==> config.mk <==
export PLATFORM = sky130hd
export DESIGN_NAME = ws2812_pixel_serializer_flat
export DESIGN_NICKNAME = d
export VERILOG_FILES = /design/src/rtl/ws2812_pkg.sv /design/src/rtl/ws2812_pixel_serializer_if.sv /design/src/rtl/ws2812_pixel_serializer.sv /design/src/flat_wrapper.sv
export SDC_FILE = /design/constraint.sdc
export NUM_CORES = 1
export LEC_CHECK = 0
export BUFFER_PORTS_ARGS = -buffer_cell sky130_fd_sc_hd__buf_2
export CAP_MARGIN = 40
export CORE_MARGIN = 2
export CORE_UTILIZATION = 32
export CTS_CLUSTER_DIAMETER = 200
export DETAILED_ROUTE_END_ITERATION = 12
export MAX_ROUTING_LAYER = met4
export SLEW_MARGIN = 0
export SYNTH_ARGS = -nofsm -noshare
export SYNTH_HDL_FRONTEND = slang
export SYNTH_SLANG_ARGS = --single-unit
==> constraint.sdc <==
create_clock -name clk -period 2.9 [get_ports clk]
set_clock_uncertainty 0.15 [all_clocks]
set_input_delay 0.29 -clock clk [delete_from_list [all_inputs] [get_ports clk]]
set_output_delay 0.29 -clock clk [all_outputs]
set_load 0.05 [all_outputs]
==> src/rtl/ws2812_pkg.sv <==
// Shared constants and types for the WS2812 serializer and bit-writer stages.
// Latency: n/a (package only).
// Backpressure: n/a (package only).
package ws2812_pkg;

  localparam int PIXEL_W          = 24;
  localparam int CLK_HZ           = 50_000_000;
  localparam int DEF_BIT_CYCLES   = 63;    // 1.26 us bit slot at 50 MHz
  localparam int DEF_LATCH_CYCLES = 2600;  // 52 us latch gap at 50 MHz

  typedef enum logic [1:0] {
    IDLE  = 2'd0,
    SHIFT = 2'd1,
    LATCH = 2'd2
  } ser_state_t;

endpackage

==> src/rtl/ws2812_pixel_serializer_if.sv <==
// Pixel handshake bus between the frame sequencer and the serializer.
// Latency: n/a (wiring only).
// Backpressure: valid/ready; data and last are qualified by valid && ready.
interface ws2812_pixel_serializer_if;

  logic [ws2812_pkg::PIXEL_W-1:0] pixel_data;
  logic                           pixel_last;
  logic                           pixel_valid;
  logic                           pixel_ready;

  modport master (
    output pixel_data,
    output pixel_last,
    output pixel_valid,
    input  pixel_ready
  );

  modport slave (
    input  pixel_data,
    input  pixel_last,
    input  pixel_valid,
    output pixel_ready
  );

endinterface

==> src/rtl/ws2812_pixel_serializer.sv <==
// Serialises 24-bit GRB pixels MSB-first into per-bit levels for the WS2812 bit-writer.
// Latency: first bit on value the cycle after the handshake; each bit held BIT_CYCLES clocks.
// Backpressure: ready only in IDLE or the final cycle of a non-last pixel; never from valid.
module ws2812_pixel_serializer
  import ws2812_pkg::*;
#(
  parameter int BIT_CYCLES   = DEF_BIT_CYCLES,
  parameter int LATCH_CYCLES = DEF_LATCH_CYCLES
) (
  input  logic                            clk,
  input  logic                            rst,
  ws2812_pixel_serializer_if.slave        pix,
  output logic                            value,
  output logic                            wr_rst,
  output logic                            busy,
  output logic                            underrun
);

  // One counter serves both the bit slot and the latch gap, so it is sized
  // for the longer of the two (the latch gap).
  localparam int             CW         = $clog2(LATCH_CYCLES);
  localparam logic [CW-1:0]  BIT_LAST   = CW'(BIT_CYCLES - 1);
  localparam logic [CW-1:0]  LATCH_LAST = CW'(LATCH_CYCLES - 1);
  localparam logic [4:0]     TOP_BIT    = 5'(PIXEL_W - 1);

  ser_state_t           state;
  logic [CW-1:0]        cyc_cnt;
  logic [4:0]           bit_cnt;
  logic [PIXEL_W-1:0]   sr;
  logic                 last_q;

  logic                 slot_end;
  logic                 pixel_end;
  logic                 take;

  // Slot/pixel boundary decode and the state-derived ready (no path from valid).
  always_comb begin
    slot_end        = (cyc_cnt == BIT_LAST);
    pixel_end       = (state == SHIFT) && slot_end && (bit_cnt == 5'd0);
    pix.pixel_ready = (state == IDLE) || (pixel_end && !last_q);
    take            = pix.pixel_ready && pix.pixel_valid;
    busy            = (state != IDLE);
  end

  // Serializer FSM; value and wr_rst are registered alongside the state so
  // they change only on clock edges.
  always_ff @(posedge clk) begin
    if (rst) begin
      state    <= LATCH;
      cyc_cnt  <= '0;
      bit_cnt  <= '0;
      sr       <= '0;
      last_q   <= 1'b0;
      value    <= 1'b0;
      wr_rst   <= 1'b1;
      underrun <= 1'b0;
    end else begin
      case (state)
        IDLE: begin
          if (take) begin
            sr      <= pix.pixel_data;
            last_q  <= pix.pixel_last;
            bit_cnt <= TOP_BIT;
            cyc_cnt <= '0;
            value   <= pix.pixel_data[PIXEL_W-1];
            wr_rst  <= 1'b0;
            state   <= SHIFT;
          end
        end

        SHIFT: begin
          if (!slot_end) begin
            cyc_cnt <= cyc_cnt + 1'b1;
          end else begin
            cyc_cnt <= '0;
            if (bit_cnt != 5'd0) begin
              // Next bit of the same pixel.
              sr      <= sr << 1;
              value   <= sr[PIXEL_W-2];
              bit_cnt <= bit_cnt - 5'd1;
            end else if (take) begin
              // Seamless hand-over to the next pixel of the frame.
              sr      <= pix.pixel_data;
              last_q  <= pix.pixel_last;
              bit_cnt <= TOP_BIT;
              value   <= pix.pixel_data[PIXEL_W-1];
            end else begin
              // Frame ended, either cleanly or starved; latch what was sent.
              if (!last_q) begin
                underrun <= 1'b1;
              end
              value  <= 1'b0;
              wr_rst <= 1'b1;
              state  <= LATCH;
            end
          end
        end

        LATCH: begin
          if (cyc_cnt == LATCH_LAST) begin
            cyc_cnt <= '0;
            state   <= IDLE;
          end else begin
            cyc_cnt <= cyc_cnt + 1'b1;
          end
        end

        default: begin
          cyc_cnt <= '0;
          value   <= 1'b0;
          wr_rst  <= 1'b1;
          state   <= LATCH;
        end
      endcase
    end
  end

endmodule

==> src/flat_wrapper.sv <==
// flat-port wrapper written by rule: the top's interface ports become plain ports
module ws2812_pixel_serializer_flat import ws2812_pkg::*;
#(
  parameter int BIT_CYCLES   = DEF_BIT_CYCLES,
  parameter int LATCH_CYCLES = DEF_LATCH_CYCLES
)
  (clk, rst, value, wr_rst, busy, underrun, pix_pixel_data, pix_pixel_last, pix_pixel_valid, pix_pixel_ready);
  ws2812_pixel_serializer_if pix_i ();
  input  logic clk;
  input  logic rst;
  output logic value;
  output logic wr_rst;
  output logic busy;
  output logic underrun;
  input wire logic [$bits(pix_i.pixel_data)-1:0] pix_pixel_data;
  input wire logic [$bits(pix_i.pixel_last)-1:0] pix_pixel_last;
  input wire logic [$bits(pix_i.pixel_valid)-1:0] pix_pixel_valid;
  output wire logic [$bits(pix_i.pixel_ready)-1:0] pix_pixel_ready;
  assign pix_i.pixel_data = pix_pixel_data;
  assign pix_i.pixel_last = pix_pixel_last;
  assign pix_i.pixel_valid = pix_pixel_valid;
  assign pix_pixel_ready = pix_i.pixel_ready;
  ws2812_pixel_serializer #(.BIT_CYCLES(BIT_CYCLES), .LATCH_CYCLES(LATCH_CYCLES)) u_core (.clk(clk), .rst(rst), .pix(pix_i), .value(value), .wr_rst(wr_rst), .busy(busy), .underrun(underrun));
endmodule
==> metrics, run 1 <==
status finished clean; CORE AREA ~6800 µm²; Worst-path clk slew approximately 0.090 ns; Tightest Pin Transition 0.6033 ns; CTS tree yes; Area Overhead vs Synth 14.43%; Hold Path Stages 2; reg2reg setup slack 0.51 ns; DRC Markers 0; DRT Pass-1 Iters 4; die height between 80 and 90 µm; commonest non-fill, non-tap cell in the layout dfxtp_1; non-filler cells, final ~360; antenna cell count 0; final WL 4.857 mm; max-slew violation total from the final report 0; CP Data Arrival Time 2.24 ns; Worst VDD drop approximately 0.28 mV; global-route wire length before repair 8.411 mm; ANT nets after route 0; Setup Buffers After CTS 0; DP Wirelength about 3.4 mm; via/cell ratio around 5.1; post-route cell area 2590 µm²; share of cells above drive strength 1 between 20% and 30%; Mapped Avg Cell Area 9.841 µm²; Critical R2R Capture u_core.sr[1]; largest net degree at the start of global routing 31; RSZ-0062 raised after global routing false; clk sink count between 40 and 50; total chip power around 1600 µW; hold_sp pix_pixel_data[11]; Mapped Cells 230; io pins 33; commonest cells after routing, fill and taps aside dfxtp_1, buf_2, nor3b_1, a221o_1, nor2_1; Synth Net Count about 270; remaining global-route overflow 0; WHS Endpoint u_core.sr[11]; share of the synthesized area in the top cell type 40.69%; ranking of synthesized cells by area dfxtp_1, a221o_1, nor3b_1, ha_1, nor2_1; CP Max Fanout 4; Period Utilization, post-route 92.32%; # hold bufs at CTS 0; Placed Instances 350; WHS 0.06183 ns; DIE AREA 7762 µm²; Pwr Density approximately 600 nW/µm²; Worst R2R Path Depth 7; Hold Path Class primary input to flip-flop; routed via count 1825; RR Startpoint u_core.bit_cnt[0]; flop and latch count out of synthesis 46; htree depth 2; post-synthesis async set-or-reset flop share 0%; synthesized area 2263 µm²; yosys synthesis warning count 0; WS Path Type flip-flop to output pin; post-layout net count 296; fmax 373.5 MHz; Initial Util 33.13%; final setup fails 0; setup TNS 0 ns; Tmin final 2.677 ns; cell type with the largest total area after synthesis dfxtp_1; GRT Overall Usage 14.18%; Die X between 80 and 90 µm; CTS-repair resized insts 0; Port Buf Inserts 32; Longest Clk Path Bufs 2; max cap viols 0; Cell Rows 30; Most used DFF post-synth dfxtp_1; Routability Congestion between 0.7 and 0.8; EDFF count, synth 0; vias in the first global route 1794; placed cell area 2504 µm²; initial antenna violation count 0; CTS buffer count 5; Final Hold Fails 0; Root Driver clkbuf_8; Clock Latency Late Sink 0.30 ns; Leak slightly above 0.001 µW; Startpoint Class flip-flop; register area share after synthesis 40.69%; initial drt markers 67; CP endpoint kind output pin; CP required 2.46 ns; WL per Instance approximately 14 µm; Cell variety after synth 50; Slew headroom 59.78%
==> worst max-delay path, cell delays in order, from the launching register on <==
cell and delay [ns]:
dfxtp_1 0.33, inv_1 0.09, ha_1 0.14, or4b_4 0.49, nand4b_4 0.20, nor3_1 0.26, or2_2 0.17, buf_2 0.25
==> cell usage after synthesis (2+ instances only) <==
cell type	number
a211oi_1	2
a21oi_1	12
a221o_1	23
a31oi_1	3
and3_1	2
buf_2	2
buf_4	2
buf_6	2
clkbuf_1	6
dfxtp_1	46
ha_1	7
inv_1	12
nand2_1	13
nand3_1	4
nand4_1	2
nor2_1	18
nor2b_1	3
nor3_1	5
nor3b_1	23
o21a_1	2
o21ai_0	3
o21ai_1	2
xnor2_1	3
xor2_1	7
==> metal layers <==
metal | share of wire, % | vias up | routed length [µm] | GRT usage (%)
li1 | - | 918 | - | -
met1 | 49 | 874 | 2381 | 17.96
met2 | 46 | 29 | 2223 | 22.31
met3 | 4.3 | 4 | 209 | 3.864
met4 | 0.89 | 0 | 43 | 3.857
met5 | 0 | - | 0 | -
==> worst max path at each step <==
stage / startpoint / end / slack [ns]
floorplan: u_core.bit_cnt[0] / pix_pixel_ready / 0.74
global placement: u_core.bit_cnt[0] / u_core.sr[12] / 0.57
detailed placement: u_core.bit_cnt[0] / u_core.sr[5] / 0.51
CTS: u_core.bit_cnt[0] / pix_pixel_ready / 0.19
global route: u_core.bit_cnt[0] / pix_pixel_ready / 0.08
finish: u_core.bit_cnt[0] / pix_pixel_ready / 0.22
==> final cells by class <==
class                      instances  area [µm²]
fill                             724        4242
multi-input combinational        160        1227
sequential                        46       920.9
timing repair buffer              36       190.2
tap                               96       120.1
clock buffer                       6       72.57
inverter                          12       45.04
clock inverter                     2       13.76
==> sequential cells by signal (all words and copies together) (netlist names) <==
register,cells
u_core.last_q,1
u_core.bit_cnt,5
u_core.sr,23
u_core.value,1
u_core.underrun,1
u_core.cyc_cnt,12
u_core.wr_rst,1
u_core.state,2
==> stage by stage <==
stage	util (%)	setup slack [ns]
6_report	37.91	0.2227
5_1_grt	37.91	0.07607
3_3_place_gp	36.65	0.5667
4_1_cts	37.91	0.1900
3_5_place_dp	36.65	0.5141
2_1_floorplan	-	0.7439
==> kinds of logic after synthesis <==
logic type,share of synthesized area (%)
adder cells (fa/ha/maj),3.869
AO/OA/AOI/OAI,21.56
buffers and inverters,5.085
multiplexers,0.9397
flip-flops,40.69
AND/OR/NAND/NOR,23.99
XOR/XNOR,3.870
==> power breakdown <==
part	internal, µW	leakage, µW	switching (µW)
clock	170	0.0000452	218
combinational	186	0.000594	266
sequential	694	0.000371	42.8
Note: power is estimated with default switching activity, not from simulation.
==> run 2, diff against run 1 <==
--- a/config.mk
+++ b/config.mk
@@ -7,6 +7,7 @@
 export LEC_CHECK = 0
 export BUFFER_PORTS_ARGS = -buffer_cell sky130_fd_sc_hd__buf_2
 export CAP_MARGIN = 40
+export CORE_ASPECT_RATIO = 0.5
 export CORE_MARGIN = 2
 export CORE_UTILIZATION = 32
 export CTS_CLUSTER_DIAMETER = 200
==> run 2 against run 1 <==
  * Die area grew 0.53%
  * Clock power increased by 44%
  * Cell area grew 2.1%
  * Flip-flop and latch count stayed put
  * Combinational power is essentially flat
  * Worst setup slack improved by 0.039 ns
  * Final cell count fell by 1.1%
  * Critical path type unchanged
  * Critical endpoint unchanged
  * Largest power group unchanged
  * Highest routed layer unchanged
==> metrics, run 2 (same netlist as run 1, synthesis figures left out) <==
status finished clean; commonest cells after routing, fill and taps aside dfxtp_1, buf_2, nor3b_1, a221o_1, nor2_1; CP Data Arrival Time 2.20 ns (-0.04 ns); Longest Clk Path Bufs 2 (unchanged); Worst-path clk slew 0.06 ns (-0.03 ns); RSZ-0062 raised after global routing false; initial antenna violation count 0 (unchanged); DP Wirelength 3.354 mm (-2.7%); Initial Util 33.52% (+0.39 points); Worst VDD drop 0.2949 mV (+7.1%); die height 63.47 µm (-28%); WL per Instance 13.45 µm (-0.87%); largest registers u_core.sr: 23 flops, u_core.cyc_cnt: 12 flops, u_core.bit_cnt: 5 flops; Die X 122.9 µm (+40%); Comb power frac 25.9% (-2.8 points); via/cell ratio 5.133 (+0.69%); share of cells above drive strength 1 22.14% (+0.38 points); clk sink count 46 (unchanged); Metal-1 WL 2.379 mm (about the same); WHS 0.07991 ns (+0.01808 ns); initial drt markers 73 (+9.0%); global-route wire length before repair 8.128 mm (-3.4%); Max stage delay on crit path 0.49 ns (about the same); Root Driver clkbuf_16; Clock Latency Late Sink 0.28 ns (-0.02 ns); DRT Pass-1 Iters 4 (unchanged); Top Layer Used met4; CP required 2.46 ns (about the same); Port Buf Inserts 32 (unchanged); DIE AREA 7803 µm² (+0.53%); max-slew violation total from the final report 0 (unchanged); ANT nets after route 0 (unchanged); CTS-repair resized insts 0 (unchanged); WS Path Type flip-flop to output pin; Hold Path Class primary input to flip-flop; Leak 0.001034 µW (+2.3%); Setup Buffers After CTS 0 (unchanged); CTS tree yes; final setup fails 0 (unchanged); CP Cell Sequence inv_1 > ha_1 > or4b_4 > nand4b_4 > nor3_1 > or2_2 > buf_2; Final Hold Fails 0 (unchanged); Area Overhead vs Synth 16.86%; metal2 WL 2.237 mm (+0.63%); CORE AREA 6753 µm² (-1.2%); Tightest Pin Transition 0.6343 ns (+0.03106 ns); Int Pwr 1197 µW (+14%); CP delay by family, top simple AND/OR/NAND/NOR gates; final WL 4.761 mm (-2.0%); Pwr Density 660.4 nW/µm² (+8.4%); Startpoint Class flip-flop; Clock Power Share 32.0% (+7.4 points); met3 routed WL 88 µm (-58%); Cell Rows 21 (-30%); htree depth 2 (unchanged); Largest register FFs 23 (unchanged); CP endpoint kind output pin; CTS buffer count 5 (unchanged); largest net degree at the start of global routing 27 (-13%); slowest CP cell or4b_4; setup TNS 0 ns (unchanged); antenna cell count 0 (unchanged); DRC Markers 0 (unchanged); post-layout net count 296 (unchanged); Sw Ratio 31.46% (-1.9 points); GRT Overall Usage 13.18% (-1.0 points); CP bufs+invs 2 (unchanged); io pins 33 (unchanged); Period Utilization, post-route 90.97% (-1.4 points); routed via count 1817 (-0.44%); Routability Congestion 0.7488 (-3.6%); # hold bufs at CTS 0 (unchanged); Largest Register u_core.sr; vias in the first global route 1827 (+1.8%); register share of total power 42.1% (-4.6 points); switching power of the nets 549.5 µW (+4.3%); max cap viols 0 (unchanged); fmax 379.1 MHz (+1.5%); commonest non-fill, non-tap cell in the layout dfxtp_1; Tmin final 2.638 ns (-0.03921 ns); remaining global-route overflow 0 (unchanged); Slew headroom 57.61% (-2.2 points); CP Max Fanout 4 (unchanged)
-- run 2: through the flow --
stage | total power [µW] | instances | instance area (µm²) | utilization, % | setup WS [ns]
finish | 1747 | 354 | 2645 | 39.17 | 0.2619
detailed placement | 1204 | 346 | 2499 | 37.00 | 0.5421
global route | 1849 | 354 | 2645 | 39.17 | 0.1276
global placement | 1198 | 346 | 2499 | 37.00 | 0.5801
CTS | 1769 | 354 | 2645 | 39.17 | 0.2445
floorplan | 1101 | 230 | 2263 | - | 0.7439
-- run 2: worst paths after layout --
path	startpoint	endpoint	slack [ns]	depth (start not counted)
max	u_core.bit_cnt[0]	pix_pixel_ready	0.26	7
min	pix_pixel_data[21]	u_core.sr[21]	0.08	2
max reg2reg	u_core.bit_cnt[0]	u_core.sr[3]	0.52	7
min reg2reg	u_core.underrun	u_core.underrun	0.32	2
-- run 2: area by class of cell --
| class | instances | area, µm² |
|---|---|---|
| clock buffer | 5 | 125.1 |
| clock inverter | 3 | 21.27 |
| fill | 657 | 4108 |
| inverter | 12 | 45.04 |
| multi-input combinational | 160 | 1227 |
| sequential | 46 | 920.9 |
| tap | 92 | 115.1 |
| timing repair buffer | 36 | 190.2 |
-- run 2: layer usage --
layer / global-route usage [%] / vias up
met5: - / -
met2: 21.62 / 19
met1: 16.51 / 879
met3: 2.717 / 4
li1: - / 915
met4: 3.592 / 0
-- run 2: power groups by stage --
stage	logic [µW]	clock network, µW	registers [µW]
after floorplan	344	0	757
after global placement	450	0	748
after detailed placement	455	0	749
after CTS	455	577	736
after global routing	500	604	745
final	452	559	736
